[config.mk]
export PLATFORM = sky130hd
export DESIGN_NAME = ifetch_thread_scheduler
export DESIGN_NICKNAME = d
export VERILOG_FILES = /design/src/rtl/ifetch_thread_scheduler.sv
export SDC_FILE = /design/constraint.sdc
export NUM_CORES = 1
export LEC_CHECK = 0
export BUFFER_PORTS_ARGS = -buffer_cell sky130_fd_sc_hd__buf_4
export CAP_MARGIN = 20
export CORE_AREA = 2 2 55 42
export CTS_CLUSTER_SIZE = 30
export DETAILED_ROUTE_END_ITERATION = 6
export DIE_AREA = 0 0 57 44
export PLACE_DENSITY = 0.65
export SKIP_CTS_REPAIR_TIMING = 1
export SLEW_MARGIN = 5
export SYNTH_ARGS = -nofsm -noshare
export SYNTH_HDL_FRONTEND = slang
export SYNTH_SLANG_ARGS = --single-unit
export TNS_END_PERCENT = 1
[constraint.sdc]
create_clock -name clk -period 2.11 [get_ports clk]
set_input_delay 0.1055 -clock clk [delete_from_list [all_inputs] [get_ports clk]]
set_output_delay 0.1055 -clock clk [all_outputs]
set_load 0.02 [all_outputs]
[src/rtl/ifetch_thread_scheduler.sv]
`default_nettype none
// ============================================================================
// Module  : ifetch_thread_scheduler
// Purpose : Round-robin selection of one fetch thread per cycle, skipping
//           threads asleep on an icache miss.
// Revision: 1.0 - initial release
// ============================================================================
module ifetch_thread_scheduler #(
    parameter int THREADS = 4,
    parameter int TIDX_W  = $clog2(THREADS)
) (
    input  logic               clk,
    input  logic               reset,
    input  logic [THREADS-1:0] ts_fetch_en,
    input  logic               ifd_cache_miss,
    input  logic [TIDX_W-1:0]  ifd_cache_miss_thread_idx,
    input  logic               ifd_near_miss,
    input  logic [THREADS-1:0] l2i_icache_wake_bitmap,
    input  logic               wb_rollback_en,
    input  logic [TIDX_W-1:0]  wb_rollback_thread_idx,
    input  logic               dt_update_itlb_en,
    input  logic               dt_invalidate_tlb_en,
    input  logic               dt_invalidate_tlb_all_en,
    input  logic               ocd_halt,
    output logic               sched_fetch_en,
    output logic [TIDX_W-1:0]  sched_thread_idx,
    output logic [THREADS-1:0] sched_thread_oh,
    output logic [THREADS-1:0] sched_wait_bitmap
);

    logic [THREADS-1:0] wait_bitmap;
    logic [TIDX_W-1:0]  rr_ptr;

    logic [THREADS-1:0] rollback_oh;
    logic [THREADS-1:0] miss_oh;
    logic [THREADS-1:0] sleep_set;
    logic [THREADS-1:0] eligible;
    logic               steal;
    logic               grant_found;
    logic [TIDX_W-1:0]  grant_idx;
    logic [TIDX_W-1:0]  cand;

    always_comb begin
        rollback_oh = '0;
        miss_oh     = '0;
        rollback_oh[wb_rollback_thread_idx]  = wb_rollback_en;
        miss_oh[ifd_cache_miss_thread_idx]   = 1'b1;
    end

    // A rollback on the missing thread squashes the fetch, so it must not sleep.
    assign sleep_set = (ifd_cache_miss && !ifd_near_miss &&
                        !rollback_oh[ifd_cache_miss_thread_idx]) ? miss_oh : '0;

    assign eligible = ts_fetch_en & ~wait_bitmap & ~rollback_oh;
    assign steal    = ocd_halt | dt_update_itlb_en | dt_invalidate_tlb_en |
                      dt_invalidate_tlb_all_en;

    // Scan from rr_ptr; index arithmetic wraps because THREADS is a power of two.
    always_comb begin
        grant_found = 1'b0;
        grant_idx   = '0;
        cand        = '0;
        for (int i = 0; i < THREADS; i++) begin
            cand = rr_ptr + TIDX_W'(i);
            if (!grant_found && eligible[cand]) begin
                grant_found = 1'b1;
                grant_idx   = cand;
            end
        end
        if (steal || reset) begin
            grant_found = 1'b0;
            grant_idx   = '0;
        end
    end

    always_comb begin
        sched_thread_oh            = '0;
        sched_thread_oh[grant_idx] = grant_found;
    end

    assign sched_fetch_en    = grant_found;
    assign sched_thread_idx  = grant_idx;
    assign sched_wait_bitmap = wait_bitmap;

    always_ff @(posedge clk or posedge reset) begin
        if (reset) begin
            wait_bitmap <= '0;
            rr_ptr      <= '0;
        end else begin
            wait_bitmap <= (wait_bitmap | sleep_set) & ~l2i_icache_wake_bitmap;
            if (grant_found) begin
                rr_ptr <= grant_idx + TIDX_W'(1);
            end
        end
    end

endmodule
`default_nettype wire

==> Word-level counts from Yosys, hierarchy flattened <==
Cells that the tools add are included.
{ "classes": {"n_bitwise": 12, "mux": 27, "addsub": 4, "n_reduce_logical": 14, "magnitude_cmp": 10} }
{ "ops": {"columns": ["cell", "n"], "rows": [
  ["$lt A2 B3 Y1 const B", 7],
  ["$and A4 B4 Y4", 5],
  ["$mux W1", 13],
  ["$not A4 Y4", 3],
  ["$bmux W1 S2", 5],
  ["$mux W2", 5],
  ["$logic_and A1 B1 Y1", 8],
  ["$demux W1 S2", 3],
  ["$ge A2 B1 Y1 const B", 3],
  ["$logic_not A1 Y1", 5],
  ["$add A2 B1 Y2 const B", 2],
  ["$add A2 B2 Y2 const B", 2],
  ["$mux W4", 1],
  ["$or A4 B4 Y4", 1],
  ["$or A1 B1 Y1", 3],
  ["$logic_or A1 B1 Y1", 1]
]} }
{ "totals": {"word_cells": 69, "regBits": 6, "out_inout_bits": 11} }

==> Logic depth before layout (Yosys ltp) <==
{ "depth": {"ltp_word": 25, "depth_mapped": 6, "ltp_nobuf": 6} }

==> Least setup slack after synthesis <==
No wires, ideal clock.
{ "synth_timing": {"kind": "reg2out", "startpoint": "register wait_bitmap[3], in the netlist sched_wait_bitmap[3]", "endpoint": "output port sched_thread_oh[3]", "required_ns": 2.004, "setup_slack_ns": -0.206, "arrival_ns": 2.210, "stages_incl_launch_ff": 7, "path_cell_list": "dfrtp_1 nand2b_2 or2_4 a41o_1 nor3_1 ha_1 and2_1"} }
{ "synth_between": {"elab_chain_len": 21, "elab_cells_between_ends": 33, "classes_between": "order compare (2); mux (20); bitwise (4); reduce/logical (7)"} }
{ "synth_lines": {"columns": ["element", "line_no", "rtl"], "rows": [
  ["start: declaration", "31", "logic [THREADS-1:0] wait_bitmap;"],
  ["start signal: assignment", "90", "wait_bitmap <= (wait_bitmap | sleep_set) & ~l2i_icache_wake_bitmap;"],
  ["$not A4 Y4 (*)", "54", "assign eligible = ts_fetch_en & ~wait_bitmap & ~rollback_oh;"],
  ["$and A4 B4 Y4 (*) (2 in a row)", "54", null],
  ["$bmux W1 S2", "65", "if (!grant_found && eligible[cand]) begin"],
  ["$mux W1 (not written as such)", "65", null],
  ["$mux W1", "65", null],
  ["$logic_not A1 Y1", "65", null],
  ["$logic_and A1 B1 Y1", "65", null],
  ["$mux W1", "65", null],
  ["[5 not listed]", null, null],
  ["$mux W2 (*)", "65", null],
  ["$mux W2 (*)", "70", "if (steal || reset) begin"],
  ["named net sched_thread_idx[0]", "26", "output logic [TIDX_W-1:0] sched_thread_idx,"],
  ["$lt A2 B3 Y1 (not written as such) / $ge A2 B1 Y1 (equally long branches)", "78", "sched_thread_oh[grant_idx] = grant_found;"],
  ["$logic_and A1 B1 Y1 (not written as such)", "78", null],
  ["$mux W1 (not written as such)", "78", null],
  ["$demux W1 S2 (*)", "78", null],
  ["$and A4 B4 Y4 (no source line) (*)", null, null],
  ["end: declaration", "27", "output logic [THREADS-1:0] sched_thread_oh,"]
]} }
The timed path passes the listed nets; every way through them passes the cells marked *. The select of a mux whose other input is x is not followed.

==> Worst setup path in the final report <==
{ "layout_timing": {"startpoint": "register wait_bitmap[3], in the netlist sched_wait_bitmap[3]", "endpoint": "output port sched_thread_oh[2]"} }
{ "layout_between": {"elab_chain_len": 21, "elab_cells_between_ends": 33, "classes_between": "order compare (2); mux (20); bitwise (4); reduce/logical (7)"} }
{ "layout_lines": {"columns": ["element", "line_no"], "rows": [
  ["$not A4 Y4 (*)", "54"],
  ["$and A4 B4 Y4 (*) (2 in a row)", "54"],
  ["$bmux W1 S2", "65"],
  ["$mux W1 (not written as such)", "65"],
  ["$mux W1", "65"],
  ["$logic_not A1 Y1", "65"],
  ["$logic_and A1 B1 Y1", "65"],
  ["$mux W1", "65"],
  ["[4 not listed]", null],
  ["$logic_and A1 B1 Y1", "65"],
  ["$mux W2", "65"],
  ["$mux W2", "70"],
  ["$lt A2 B3 Y1 (not written as such) / $ge A2 B1 Y1 (equally long branches)", "78"],
  ["$logic_and A1 B1 Y1 (not written as such)", "78"],
  ["$mux W1 (not written as such)", "78"],
  ["$demux W1 S2", "78"],
  ["$and A4 B4 Y4 (no source line) (*)", null]
]} }
Mark *: on every way between the ends. The rest lies on a longest branch, timed or not. The select of a mux whose other input is x is not followed.

==> flow_metrics.tcl <==
set metrics [dict create \
    fin_setup_tns_ns -0.112 \
    start_util_pct 28.2 \
    critPathMaxStageDelay_ns 0.39 \
    synth_compound_area_share_pct 23.1 \
    vdd_drop_max_mv 0.255 \
    first_iter_violations 3 \
    layout.nets 128 \
    areaGrowthSynthToFinish_pct 64.7 \
    grt_pass1_wl_um 2350 \
    cts-root-buf "clkbuf_4" \
    r2r-end "rr_ptr[1]$_DFFE_PP0P_" \
    finalCriticalPeriod_ns 2.17 \
    drive_gt1_share_pct 52.5 \
    clock_sinks 6 \
    path_cells "nand2b_4, or2_4, a41o_1, or3_4, ha_2, and2_1, buf_6" \
    gp_congestion 0.742 \
    fin_area_um2 927 \
    synth_ff_type "dfrtp_1" \
    cts_tree "yes" \
    fin_util_pct 46.4 \
    die_width_um 57 \
    critPathKind "reg2out" \
    worstSetupStartpoint "sched_wait_bitmap[3]$_DFF_PP0_" \
    arrival_ns 2.06 \
    synth.area.top_cells "dfrtp_1 27%, ha_1 8.9%, nand3b_1 5.3%" \
    fin_worst_skew_ns 0.00247 \
    cts-buffers-inserted 3 \
    rsz0062_at_grt "yes" \
    hp-class "in2reg" \
    clkSlewWorstSetupHoldPaths_ns 0.05 \
    die-area_um2 2510 \
    reg2reg_from "sched_wait_bitmap[3]$_DFF_PP0_" \
    globalRoute.totalOverflow 0 \
    dpl_cell_area_um2 866 \
    grt_pass1_vias 564 \
    required_ns 2.00 \
    relSlewSlack_pct 74.0 \
    hold_viol_final 0 \
    drt_first_pass_iters 2 \
    portBuffers 31 \
    yosysSeqAreaShare_pct 26.7 \
    num_io_pins 32 \
    final_antenna_net_count 0 \
    dp_hpwl_um 1240 \
    violations "negative setup slack" \
    grt_start_max_net_pins 8 \
    crit_path_end "sched_thread_oh[2]" \
    grt.total_usage_pct 12.0 \
    synthSimpleGateAreaFrac_pct 35.1 \
    synth_edf_count 0 \
    cp-start-kind "flip-flop" \
    vias_per_cell 4.72 \
    h-tree-depth 1 \
    yosys_warnings 0 \
    yosysUniqueCellTypes 34 \
    cellPowerDensity_nw_per_um2 381 \
    cp_top_family "simple AND/OR/NAND/NOR gates" \
    worstSetupPathDepth 7 \
    synth_cells 62 \
    async_flop_share_pct 100 \
    path_buf_inv 1 \
    synth_top_area_cell "dfrtp_1" \
    die_h_um 44 \
    diodes 0 \
    cap_violations 0 \
    drc 0 \
    wl_per_cell_um 11.4 \
    synth-xor-area-share_pct 1.56 \
    num_vias 590 \
    worst_slack_ns -0.0576 \
    syn_nets 87 \
    rows 14 \
    worstMarginPinSlew_ns 0.389 \
    antenna_found_initial 0 \
    clock_latency_ns 0.24 \
    clk_path_buf_depth 2 \
    worst-r2r-setup-slack_ns 0.09 \
    period_share_pct 103 \
    maxSlewViolCount 0 \
    syn_area_um2 563 \
    ys_ff_latch 6 \
    cellLeakagePower_nw 0.435 \
    synthAdderAreaFrac_pct 8.89 \
    synth_area_per_cell_um2 9.08 \
    synth_top_family_by_area "simple AND/OR/NAND/NOR gates" \
    yosys-mux-area-fraction_pct 2.67 \
    worstSetupEndpointType "output port" \
    core_um2 2000 \
    status "finished with violations" \
    yosysTopAreaCellShare_pct 26.7 \
    reg2reg_depth 6 \
    worst-path-max-fanout 3 \
    max_freq_ghz 0.461 \
    wl_um 1430 \
    setup_viol 2 \
    crit_path_top_delay_cell "dfrtp_1" \
]
==> per-stage QoR <==
step | total power, W | hold slack [ns] | std cells | setup slack [ns]
after floorplan | 0.000193 | -0.0954 | 62 | -0.0448
after detailed placement | 0.000247 | 0.102 | 121 | 0.0519
after global placement | 0.000246 | 0.0937 | 121 | 0.0914
final | 0.000354 | 0.00910 | 125 | -0.0576
after global routing | 0.000377 | 0.00271 | 125 | -0.114
after CTS | 0.000355 | -0.158 | 124 | -0.129
==> routing by layer <==
layer  track usage [%]  vias to the layer above  part of all wire, %
met2              20.2                       13                   49
met1              15.7                      269                   47
met5                 0                        -                    0
li1                  -                      308                    -
met4              4.19                        0                    0
met3              2.09                        0                  3.9
==> registers in the layout, summed over array words and instances, names as in the netlist <==
signal and flops:
sched_wait_bitmap 4, rr_ptr 2
==> power by group <==
group	internal [W]	switching, W
Clock	0.0000642	0.0000389
Sequential	0.000124	0.00000899
Combinational	0.0000630	0.0000547
==> worst min path at each step <==
stage / startpoint / endpoint / slack [ns] / cells past startpoint
global placement: reset / rr_ptr[0]$_DFFE_PP0P_ / 0.09 / 3
floorplan: reset / rr_ptr[0]$_DFFE_PP0P_ / -0.1 / 1
detailed placement: reset / sched_wait_bitmap[1]$_DFF_PP0_ / 0.10 / 3
finish: l2i_icache_wake_bitmap[2] / sched_wait_bitmap[2]$_DFF_PP0_ / 0.009 / 2
CTS: reset / sched_wait_bitmap[1]$_DFF_PP0_ / -0.16 / 3
global route: l2i_icache_wake_bitmap[2] / sched_wait_bitmap[2]$_DFF_PP0_ / 0.003 / 2
==> layout by cell type (no fill, tap or decap), types with 2 or more instances in the layout <==
master and n:
buf_4 33, dfrtp_1 6, buf_6 2, a31oi_1 2, ha_1 2, ha_2 2, and2b_2 2, nor2_1 5
nand2_1 3, inv_1 3, nand3b_1 4, a21oi_1 5, clkbuf_4 3, and2_1 4
==> cells in the mapped netlist (all sizes together) (2+ instances only) <==
cell type / instances
nand2: 4
dfrtp: 6
nand3b: 4
nand2b: 2
nor2: 5
or3b: 2
a21oi: 5
and2b: 2
and2: 4
ha: 4
inv: 3
o21ai: 2
a31oi: 2
==> cell families (layout without fill, tap and decap cells) <==
group                    Yosys count  in the layout
AO/OA/AOI/OAI                     16             16
XOR/XNOR                           1              1
adder cells (fa/ha/maj)            4              4
buffers and inverters              3             42
flip-flops                         6              6
multiplexers                       1              1
AND/OR/NAND/NOR                   31             31
==> worst register-to-register path, cell delays in order (launching register included) <==
cell	delay (ns)
dfrtp_1	0.39
nand2b_4	0.15
or2_4	0.24
a41o_1	0.25
or3_4	0.34
ha_2	0.28
mux2_4	0.25
==> final cells by class <==
class	instances	area, µm²
fill	211	1070
multi-input combinational	53	433
timing repair buffer	36	280
sequential	6	150
tap	24	30.0
clock buffer	3	22.5
inverter	3	11.3
Note: power is estimated with default switching activity, not from simulation.
